===== src/rtl/line_steer_ctrl.sv =====
// rtl/line_steer_ctrl.sv - line-following steering controller with PWM motor drive; STEER_DEADBAND_EN enables the error deadband
module line_steer_ctrl #(
  parameter int IMG_W       = 640,
  parameter int PWM_PERIOD  = 1000,
  parameter int BASE_DUTY   = 600,
  parameter int KP_NUM      = 3,
  parameter int KP_SHIFT    = 2,
  parameter int HOLD_CYCLES = 50000,
  parameter int SEARCH_DUTY = 300,
  parameter int DEADBAND    = 8
) (
  input  logic               clk,
  input  logic               rst_n,
  input  logic               enable,
  input  logic [10:0]        centroid_x,
  input  logic               line_valid,
  input  logic               line_lost,
  output logic               pwm_left,
  output logic               pwm_right,
  output logic [9:0]         duty_left,
  output logic [9:0]         duty_right,
  output logic [1:0]         state,
  output logic signed [11:0] steer_err
);

  typedef enum logic [1:0] {
    IDLE   = 2'd0,
    TRACK  = 2'd1,
    HOLD   = 2'd2,
    SEARCH = 2'd3
  } state_t;

  localparam int                HOLD_W    = (HOLD_CYCLES > 1) ? $clog2(HOLD_CYCLES) : 1;
  localparam logic [9:0]        CNT_LAST  = 10'(PWM_PERIOD - 1);
  localparam logic [HOLD_W-1:0] HOLD_LAST = HOLD_W'(HOLD_CYCLES - 1);
  localparam logic signed [16:0] BASE_S   = 17'(BASE_DUTY);
  localparam logic signed [16:0] PERIOD_S = 17'(PWM_PERIOD);
  localparam logic [9:0]        SEARCH_D  = 10'(SEARCH_DUTY);
  localparam logic [9:0]        PERIOD_D  = 10'(PWM_PERIOD);

  state_t                   state_q;
  state_t                   state_d;
  logic [9:0]               cnt;
  logic                     cnt_wrap;
  logic [HOLD_W-1:0]        hold_cnt;
  logic                     sample_ok;
  logic signed [11:0]       err_raw;
  logic signed [11:0]       err_eff;
  logic signed [16:0]       prod;
  logic signed [16:0]       corr_shift;
  logic signed [16:0]       corr_sat;
  logic signed [16:0]       left_s;
  logic signed [16:0]       right_s;
  logic [9:0]               track_left;
  logic [9:0]               track_right;
  logic [9:0]               shadow_left;
  logic [9:0]               shadow_right;
  logic [9:0]               shadow_left_d;
  logic [9:0]               shadow_right_d;

  // A lost indication overrides a simultaneous valid strobe
  assign sample_ok = line_valid & ~line_lost;
  assign err_raw   = $signed({1'b0, centroid_x} - 12'(IMG_W / 2));
  assign cnt_wrap  = (cnt == CNT_LAST);
  assign state     = state_q;

`ifdef STEER_DEADBAND_EN
  localparam logic signed [11:0] DB_LIM = 12'(DEADBAND);
  logic signed [11:0] err_mag;
  // Small errors steer straight; steer_err itself keeps the raw value
  assign err_mag = steer_err[11] ? -steer_err : steer_err;
  assign err_eff = (err_mag <= DB_LIM) ? 12'sd0 : steer_err;
`else
  assign err_eff = steer_err;
`endif

  // Proportional correction, saturated to the base duty, then clamped into the PWM range
  assign prod        = 17'(err_eff) * 17'(KP_NUM);
  assign corr_shift  = prod >>> KP_SHIFT;
  assign corr_sat    = (corr_shift > BASE_S)  ? BASE_S  :
                       (corr_shift < -BASE_S) ? -BASE_S : corr_shift;
  assign left_s      = BASE_S + corr_sat;
  assign right_s     = BASE_S - corr_sat;
  assign track_left  = (left_s < 17'sd0)   ? 10'd0 :
                       (left_s > PERIOD_S)  ? PERIOD_D : left_s[9:0];
  assign track_right = (right_s < 17'sd0)  ? 10'd0 :
                       (right_s > PERIOD_S) ? PERIOD_D : right_s[9:0];

  // FSM state register
  always_ff @(posedge clk or negedge rst_n) begin
    if (!rst_n) state_q <= IDLE;
    else        state_q <= state_d;
  end

  // FSM next-state: disable always returns to IDLE, a valid sample always resumes tracking
  always_comb begin
    state_d = state_q;
    if (!enable) begin
      state_d = IDLE;
    end else begin
      case (state_q)
        IDLE:    if (sample_ok) state_d = TRACK;
        TRACK:   if (line_lost) state_d = HOLD;
        HOLD: begin
          if (sample_ok)                    state_d = TRACK;
          else if (hold_cnt == HOLD_LAST)   state_d = SEARCH;
        end
        SEARCH:  if (sample_ok) state_d = TRACK;
        default: state_d = IDLE;
      endcase
    end
  end

  // FSM outputs: per-state choice of the next shadow duties
  always_comb begin
    shadow_left_d  = shadow_left;
    shadow_right_d = shadow_right;
    if (!enable) begin
      shadow_left_d  = 10'd0;
      shadow_right_d = 10'd0;
    end else begin
      case (state_q)
        IDLE: begin
          shadow_left_d  = 10'd0;
          shadow_right_d = 10'd0;
        end
        TRACK: begin
          shadow_left_d  = track_left;
          shadow_right_d = track_right;
        end
        HOLD: begin
          shadow_left_d  = shadow_left;
          shadow_right_d = shadow_right;
        end
        SEARCH: begin
          shadow_left_d  = steer_err[11] ? 10'd0 : SEARCH_D;
          shadow_right_d = steer_err[11] ? SEARCH_D : 10'd0;
        end
        default: begin
          shadow_left_d  = 10'd0;
          shadow_right_d = 10'd0;
        end
      endcase
    end
  end

  // Error capture and shadow duty registers
  always_ff @(posedge clk or negedge rst_n) begin
    if (!rst_n) begin
      steer_err    <= 12'sd0;
      shadow_left  <= 10'd0;
      shadow_right <= 10'd0;
    end else begin
      if (enable && sample_ok) steer_err <= err_raw;
      shadow_left  <= shadow_left_d;
      shadow_right <= shadow_right_d;
    end
  end

  // Free-running PWM period counter
  always_ff @(posedge clk or negedge rst_n) begin
    if (!rst_n)        cnt <= 10'd0;
    else if (cnt_wrap) cnt <= 10'd0;
    else               cnt <= cnt + 10'd1;
  end

  // Active duties change only at the period boundary, except disable which zeroes them at once
  always_ff @(posedge clk or negedge rst_n) begin
    if (!rst_n) begin
      duty_left  <= 10'd0;
      duty_right <= 10'd0;
    end else if (!enable) begin
      duty_left  <= 10'd0;
      duty_right <= 10'd0;
    end else if (cnt_wrap) begin
      duty_left  <= shadow_left;
      duty_right <= shadow_right;
    end
  end

  // Hold timer restarts from zero whenever HOLD is not the current state
  always_ff @(posedge clk or negedge rst_n) begin
    if (!rst_n)                     hold_cnt <= '0;
    else if (state_q != HOLD)       hold_cnt <= '0;
    else if (hold_cnt != HOLD_LAST) hold_cnt <= hold_cnt + 1'b1;
  end

  // Registered PWM compare
  always_ff @(posedge clk or negedge rst_n) begin
    if (!rst_n) begin
      pwm_left  <= 1'b0;
      pwm_right <= 1'b0;
    end else begin
      pwm_left  <= (cnt < duty_left);
      pwm_right <= (cnt < duty_right);
    end
  end

endmodule

===== config.mk =====
export PLATFORM = sky130hd
export DESIGN_NAME = line_steer_ctrl
export DESIGN_NICKNAME = d
export VERILOG_FILES = /design/src/rtl/line_steer_ctrl.sv
export SDC_FILE = /design/constraint.sdc
export NUM_CORES = 1
export LEC_CHECK = 0
export ABC_AREA = 1
export CAP_MARGIN = 10
export CORE_MARGIN = 2
export CORE_UTILIZATION = 35
export DETAILED_ROUTE_END_ITERATION = 8
export GPL_TIMING_DRIVEN = 0
export MAX_ROUTING_LAYER = met4
export PLACE_DENSITY = 0.63
export SYNTH_ARGS = -nofsm -noshare
export SYNTH_HDL_FRONTEND = slang
export SYNTH_SLANG_ARGS = --single-unit

===== constraint.sdc =====
create_clock -name clk -period 3.8 [get_ports clk]
set_input_delay 0.38 -clock clk [delete_from_list [all_inputs] [get_ports clk]]
set_output_delay 0.38 -clock clk [all_outputs]
set_load 0.03 [all_outputs]

== Word-level counts from Yosys, hierarchy flattened ==
Index checks and enable logic that the tools add are counted.
Word-level totals
  output and inout port bits: 36
  bits in registers: 82
Operators by class
  reductions and logical operators: 5
  mux-type cells: 25
  magnitude comparators: 8
  equality and inequality tests: 12
  multipliers: 1
  bitwise logic cells: 2
  add/subtract/negate cells: 5
Operators with widths (count)
  two-way mux 10 bit: 11
  case mux 10 bit (3 select lines): 2
  > comparator 17 x 11 -> 1 bit (second input constant): 2
  less-than comparator 17 x 1 -> 1 bit (second input constant): 2
  two-way mux 17 bit: 2
  two-way mux 16 bit: 2
  less-than comparator 10 bit: 2
  two-way mux 9 bit: 2
  adder 11 x 17 -> 17 bit (first input constant): 1
  subtractor 11 x 17 -> 17 bit (first input constant): 1
  adder 16 x 1 -> 16 bit (second input constant): 1
  equality test 16 bit (second input constant): 1
  inequality test 16 bit (second input constant): 1
  multiplier 12 x 3 -> 15 bit (second input constant): 1
  > comparator 13 x 11 -> 1 bit (second input constant): 1
  less-than comparator 13 x 11 -> 1 bit (second input constant): 1
  subtractor 11 x 9 -> 12 bit (second input constant): 1
  adder 10 x 1 -> 10 bit (second input constant): 1
  equality test 10 bit (second input constant): 1
  two-way mux 2 bit: 5
  case mux 2 bit (3 select lines): 1
  equality test 2 bit (second input constant): 2
  inequality test 2 bit (second input constant): 2
  inequality test 4 bit (second input constant): 1
  11 further kinds: 11

== Depth between registers and ports, before layout ==
  depth after elaboration: 10
  depth in mapped cells: 35
  depth with buffers taken out: 35

== Worst setup path after synthesis ==
Ideal clock, no wire load.
  kind: register to register
  from: register steer_err[1]
  to: register shadow_right[2]
  period minus slack after synthesis: 3.848 ns
  path slack: -0.048 ns
  data required time: 3.681 ns
  cell stages (with the launch flop): 30
  arrival time: 3.729 ns
  path buffers: 0
  cell sequence: dfrtp_1 > ha_1 > ha_1 > inv_1 > fa_1 > inv_1 > nand2_1 > nand2_1 > nand3_1 > nand2_1 > nand2_1 > nand2_1 > and2_1 > nand2_1 > nand2_1 > nand2_2 > nand2_4 > nand2_1 > nor2_1 > inv_1 > ha_1 > nand2_1 > nand3_1 > and2_1 > nand3_1 > nor2_1 > a21oi_1 > nand2_2 > nand3b_1 > nand2_1
On the way
  cells in the longest elaborated chain, start to end: 10
  elaborated cells between the ends (all ways): 12
Ends and longest elaborated chain
  start, declared: RTL line 23  | output logic signed [11:0] steer_err
  start signal, assigned: RTL line 154  | if (enable && sample_ok) steer_err <= err_raw;
  multiplier 12 x 3 -> 15 bit *: RTL line 78  | assign prod = 17'(err_eff) * 17'(KP_NUM);
  less-than comparator 13 x 11 -> 1 bit: RTL line 81  | (corr_shift < -BASE_S) ? -BASE_S : corr_shift;
  two-way mux 17 bit: RTL line 81
  two-way mux 17 bit *: RTL line 80  | assign corr_sat = (corr_shift > BASE_S) ? BASE_S :
  subtractor 11 x 17 -> 17 bit *: RTL line 83  | assign right_s = BASE_S - corr_sat;
  > comparator 17 x 11 -> 1 bit: RTL line 87  | (right_s > PERIOD_S) ? PERIOD_D : right_s[9:0];
  two-way mux 10 bit: RTL line 87
  two-way mux 10 bit *: RTL line 86  | assign track_right = (right_s < 17'sd0) ? 10'd0 :
  case mux 10 bit (3 select lines) *: RTL line 122  | case (state_q)
  two-way mux 10 bit *: RTL line 118  | if (!enable) begin
  end signal, assigned: RTL line 156  | shadow_right <= shadow_right_d;
  end, declared: RTL line 57  | logic [9:0] shadow_right;
Mark *: on every way between the ends. The rest lies on a longest branch, timed or not.
A chain may end at the register's enable or synchronous reset.

== Final worst setup path ==
  from: register steer_err[1]
  to: register shadow_left[0]
On the way
  cells in the longest elaborated chain, start to end: 10
  elaborated cells between the ends (all ways): 12
Ends and longest elaborated chain
  multiplier 12 x 3 -> 15 bit *: RTL line 78
  less-than comparator 13 x 11 -> 1 bit: RTL line 81
  two-way mux 17 bit: RTL line 81
  two-way mux 17 bit *: RTL line 80
  adder 11 x 17 -> 17 bit *: RTL line 82  | assign left_s = BASE_S + corr_sat;
  > comparator 17 x 11 -> 1 bit: RTL line 85  | (left_s > PERIOD_S) ? PERIOD_D : left_s[9:0];
  two-way mux 10 bit: RTL line 85
  two-way mux 10 bit *: RTL line 84  | assign track_left = (left_s < 17'sd0) ? 10'd0 :
  case mux 10 bit (3 select lines) *: RTL line 122
  two-way mux 10 bit *: RTL line 118
  end signal, assigned: RTL line 155  | shadow_left <= shadow_left_d;
  end, declared: RTL line 56  | logic [9:0] shadow_left;
Marked as above.

==> impl_metrics.json <==
{
  "critPathLaunchType": "register",
  "n_antenna_cell": 0,
  "worst_slack_ps": -26.64,
  "cpPeakStageDelay_ps": 430,
  "clk_pin_slew_ps": 70,
  "power_density_mw_per_mm2": 659.6,
  "grt_pass1_vias": 4987,
  "total_power_mw": 4.942,
  "cts_tree": "yes",
  "antenna_found_initial": 0,
  "cts_buffers": 9,
  "grtUsageTotal_pct": 17.52,
  "violations": "setup timing",
  "ys_top_cells_by_area": "dfrtp_1, nand2_1, ha_1",
  "seqCellArea_sq_mm": 0.002057,
  "cts-root-buf": "clkbuf_16",
  "start_util_pct": 35.55,
  "path_max_fanout": 5,
  "yosysWarnings": 0,
  "critPathRequiredTime_ps": 4040,
  "post-route-period-util_pct": 100.7,
  "via_per_inst": 4.687,
  "hold_violations": 0,
  "status": "finished, violations left",
  "p_clk_share_pct": 18.0,
  "drv_cap": 0,
  "critPathBufInv": 4,
  "yosys.cell_count.top_type": "nand2_1",
  "grt_max_degree": 60,
  "synth_edf_count": 0,
  "internal_power_mw": 2.662,
  "relSlewSlack_pct": 54.66,
  "worst_skew_pair.late_latency_ps": 340,
  "crit_type": "register to register",
  "syn_avg_cell_area_sq_um": 7.088,
  "synth_flop_cell": "dfrtp_1",
  "drc": 0,
  "grt-ovfl-total": 0,
  "num_rows": 46,
  "nNetsFinal": 958,
  "worstPathArrival_ps": 4060,
  "synth_nets": 854,
  "seq_area_frac_synth_pct": 36.74,
  "min_path_type": "register to register",
  "end_kind": "register",
  "port_buffers": 51,
  "worst_pin_slew_ps": 677.6,
  "routed-via-count": 5217,
  "ios": 52,
  "sw_frac_of_total_pct": 46.14,
  "combinationalPowerShare_pct": 60.8,
  "place_hpwl_um": 9880,
  "antenna_left": 0,
  "leakagePower_nw": 3.660,
  "wl_per_cell_um": 12.86,
  "core_sq_mm": 0.01571,
  "synth_common_cells": "nand2_1, inv_1, dfrtp_1",
  "peakVddDrop_uv": 287.5,
  "cts_sinks": 82,
  "fp.dieH_um": 130.3,
  "fillers": 1539,
  "power.switching_mw": 2.280,
  "grt_first_pass_wirelength_um": 23490,
  "dieArea_sq_mm": 0.01698,
  "cts_max_level": 3,
  "syn_area_sq_mm": 0.005585,
  "dp_cells": 1056,
  "crit_top_cell": "nand2_2",
  "synth_top_area_share_pct": 36.74,
  "syn_to_final_growth_pct": 34.14,
  "pwr-share-seq_pct": 21.2,
  "cp_slowest_cell": "dfrtp_2",
  "drtIter0Drc": 251,
  "drive_gt1_share_pct": 19.73,
  "timing.hold.ws_ps": 481.7,
  "place_ws_ps": -490.6,
  "fin_crit_ps": 3827,
  "critical_path.top_delay_family": "simple AND/OR/NAND/NOR gates",
  "rsz0062_at_grt": "yes",
  "final-setup-viol-count": 4,
  "die_w_um": 130.3,
  "yosysTopAreaCell": "dfrtp_1",
  "setup_tns_ps": -70.63,
  "routed_wl_um": 14320,
  "clock_skew_ps": 10.77,
  "synthCells": 788,
  "final_max_slew_viol_count": 0,
  "ys_seq_elements": 82,
  "multi_input_area_sq_mm": 0.003487,
  "routabilityCongestion": 0.8650,
  "finalNonFillerCells": 1113,
  "drt_pass1_iterations": 4,
  "clock.fmax_ghz": 0.2613,
  "synth_cell_type_count": 38,
  "synthArstFlopShare_pct": 100.0,
  "clock_path_buffers": 2
}
power by group through the flow:
stage	sequential [mW]	combinational (mW)	clock, mW
after floorplan	1.10	1.39	0
after global placement	1.06	1.87	0
after detailed placement	1.07	1.88	0
after CTS	1.05	2.13	0.904
after global routing	1.06	3.30	0.940
final	1.05	3.00	0.889
worst register-to-register path, delay by kind of cell (launching register included):
| family | cells | cell delay [ps] |
|---|---|---|
| DFF | 1 | 430 |
| AOI/OAI and AO/OA | 1 | 110 |
| adders and majority gates | 4 | 940 |
| buffers and inverters | 4 | 330 |
| and+or+nand+nor | 21 | 1930 |
per-stage QoR:
stage                     util, %  cell area (sq um)
after floorplan                 -               5588
after detailed placement    40.69               6394
after CTS                   43.92               6902
after global placement      40.53               6369
after global routing        47.68               7492
final                       47.68               7492
final timing paths:
| path | start | endpoint | slack [ps] | cells after the start |
|---|---|---|---|---|
| worst min-delay path | shadow_left[4]$_DFFE_PN0P_ | shadow_left[4]$_DFFE_PN0P_ | 480 | 2 |
| max in group asynchronous | rst_n | steer_err[2]$_DFFE_PN0P_ | 2690 | 3 |
| worst max-delay path | steer_err[1]$_DFFE_PN0P_ | shadow_left[0]$_DFFE_PN0P_ | -30 | 30 |
| min in group asynchronous | rst_n | duty_right[1]$_DFFE_PN0P_ | 490 | 2 |
| worst min register to register | shadow_left[4]$_DFFE_PN0P_ | shadow_left[4]$_DFFE_PN0P_ | 480 | 2 |
| worst max register to register | steer_err[1]$_DFFE_PN0P_ | shadow_left[0]$_DFFE_PN0P_ | -30 | 30 |
metal layers:
metal | vias up | track usage [%] | routed length (um)
li1 | 2719 | - | -
met1 | 2425 | 23.21 | 6669
met2 | 58 | 28.52 | 7173
met3 | 15 | 2.173 | 286
met4 | 0 | 4.617 | 185
met5 | - | - | 0
cell families after synthesis:
kind of cell	count (synthesis)	share of synthesized area, %
simple gates	408	31.34
buf+inv	139	9.341
compound gates	100	9.834
flops	82	36.74
fa+ha+maj	50	11.34
xor+xnor	9	1.411
cell usage in the layout, fill, tap and decap left out, types with 5 or more instances in the layout:
cell	instances
nor2_2	7
a21oi_1	28
a21oi_2	5
nand2_1	202
inv_1	117
nor3_1	10
inv_2	9
clkdlybuf4s50_1	50
nand4_1	8
clkbuf_1	9
nor2_1	41
dfrtp_1	78
nand2_2	38
ha_4	8
clkbuf_16	9
xor2_1	5
buf_4	38
nand2_4	16
nand3_1	58
nand3_2	9
o21ai_0	44
ha_1	38
cell type report:
class                           count  share of cell area, %
Clock inverter                      6                 0.9686
Inverter                          129                  6.580
Timing Repair Buffer               92                  11.29
Buffer                             10                 0.5010
Clock buffer                       10                  3.056
Sequential cell                    82                  27.45
Multi-Input combinational cell    568                  46.54
Tap cell                          216                  3.607
state kept, by name, summed over array words and instances, names as in the netlist:
| signal | flops |
|---|---|
| steer_err | 12 |
| pwm_right | 1 |
| cnt | 10 |
| hold_cnt | 16 |
| duty_left | 10 |
| state | 2 |
| shadow_right | 10 |
| shadow_left | 10 |
| duty_right | 10 |
| pwm_left | 1 |
timing repair:
action | in CTS | in global routing
pin swaps | 14 | 53
hold endpoints to repair | 23 | 0
hold buffers | 1 | 0
gates resized for setup | 26 | 105
setup endpoints to repair | 20 | 20
setup buffers | 14 | 26
gates cloned | 1 | 0
Note: power is estimated with default switching activity, not from simulation.
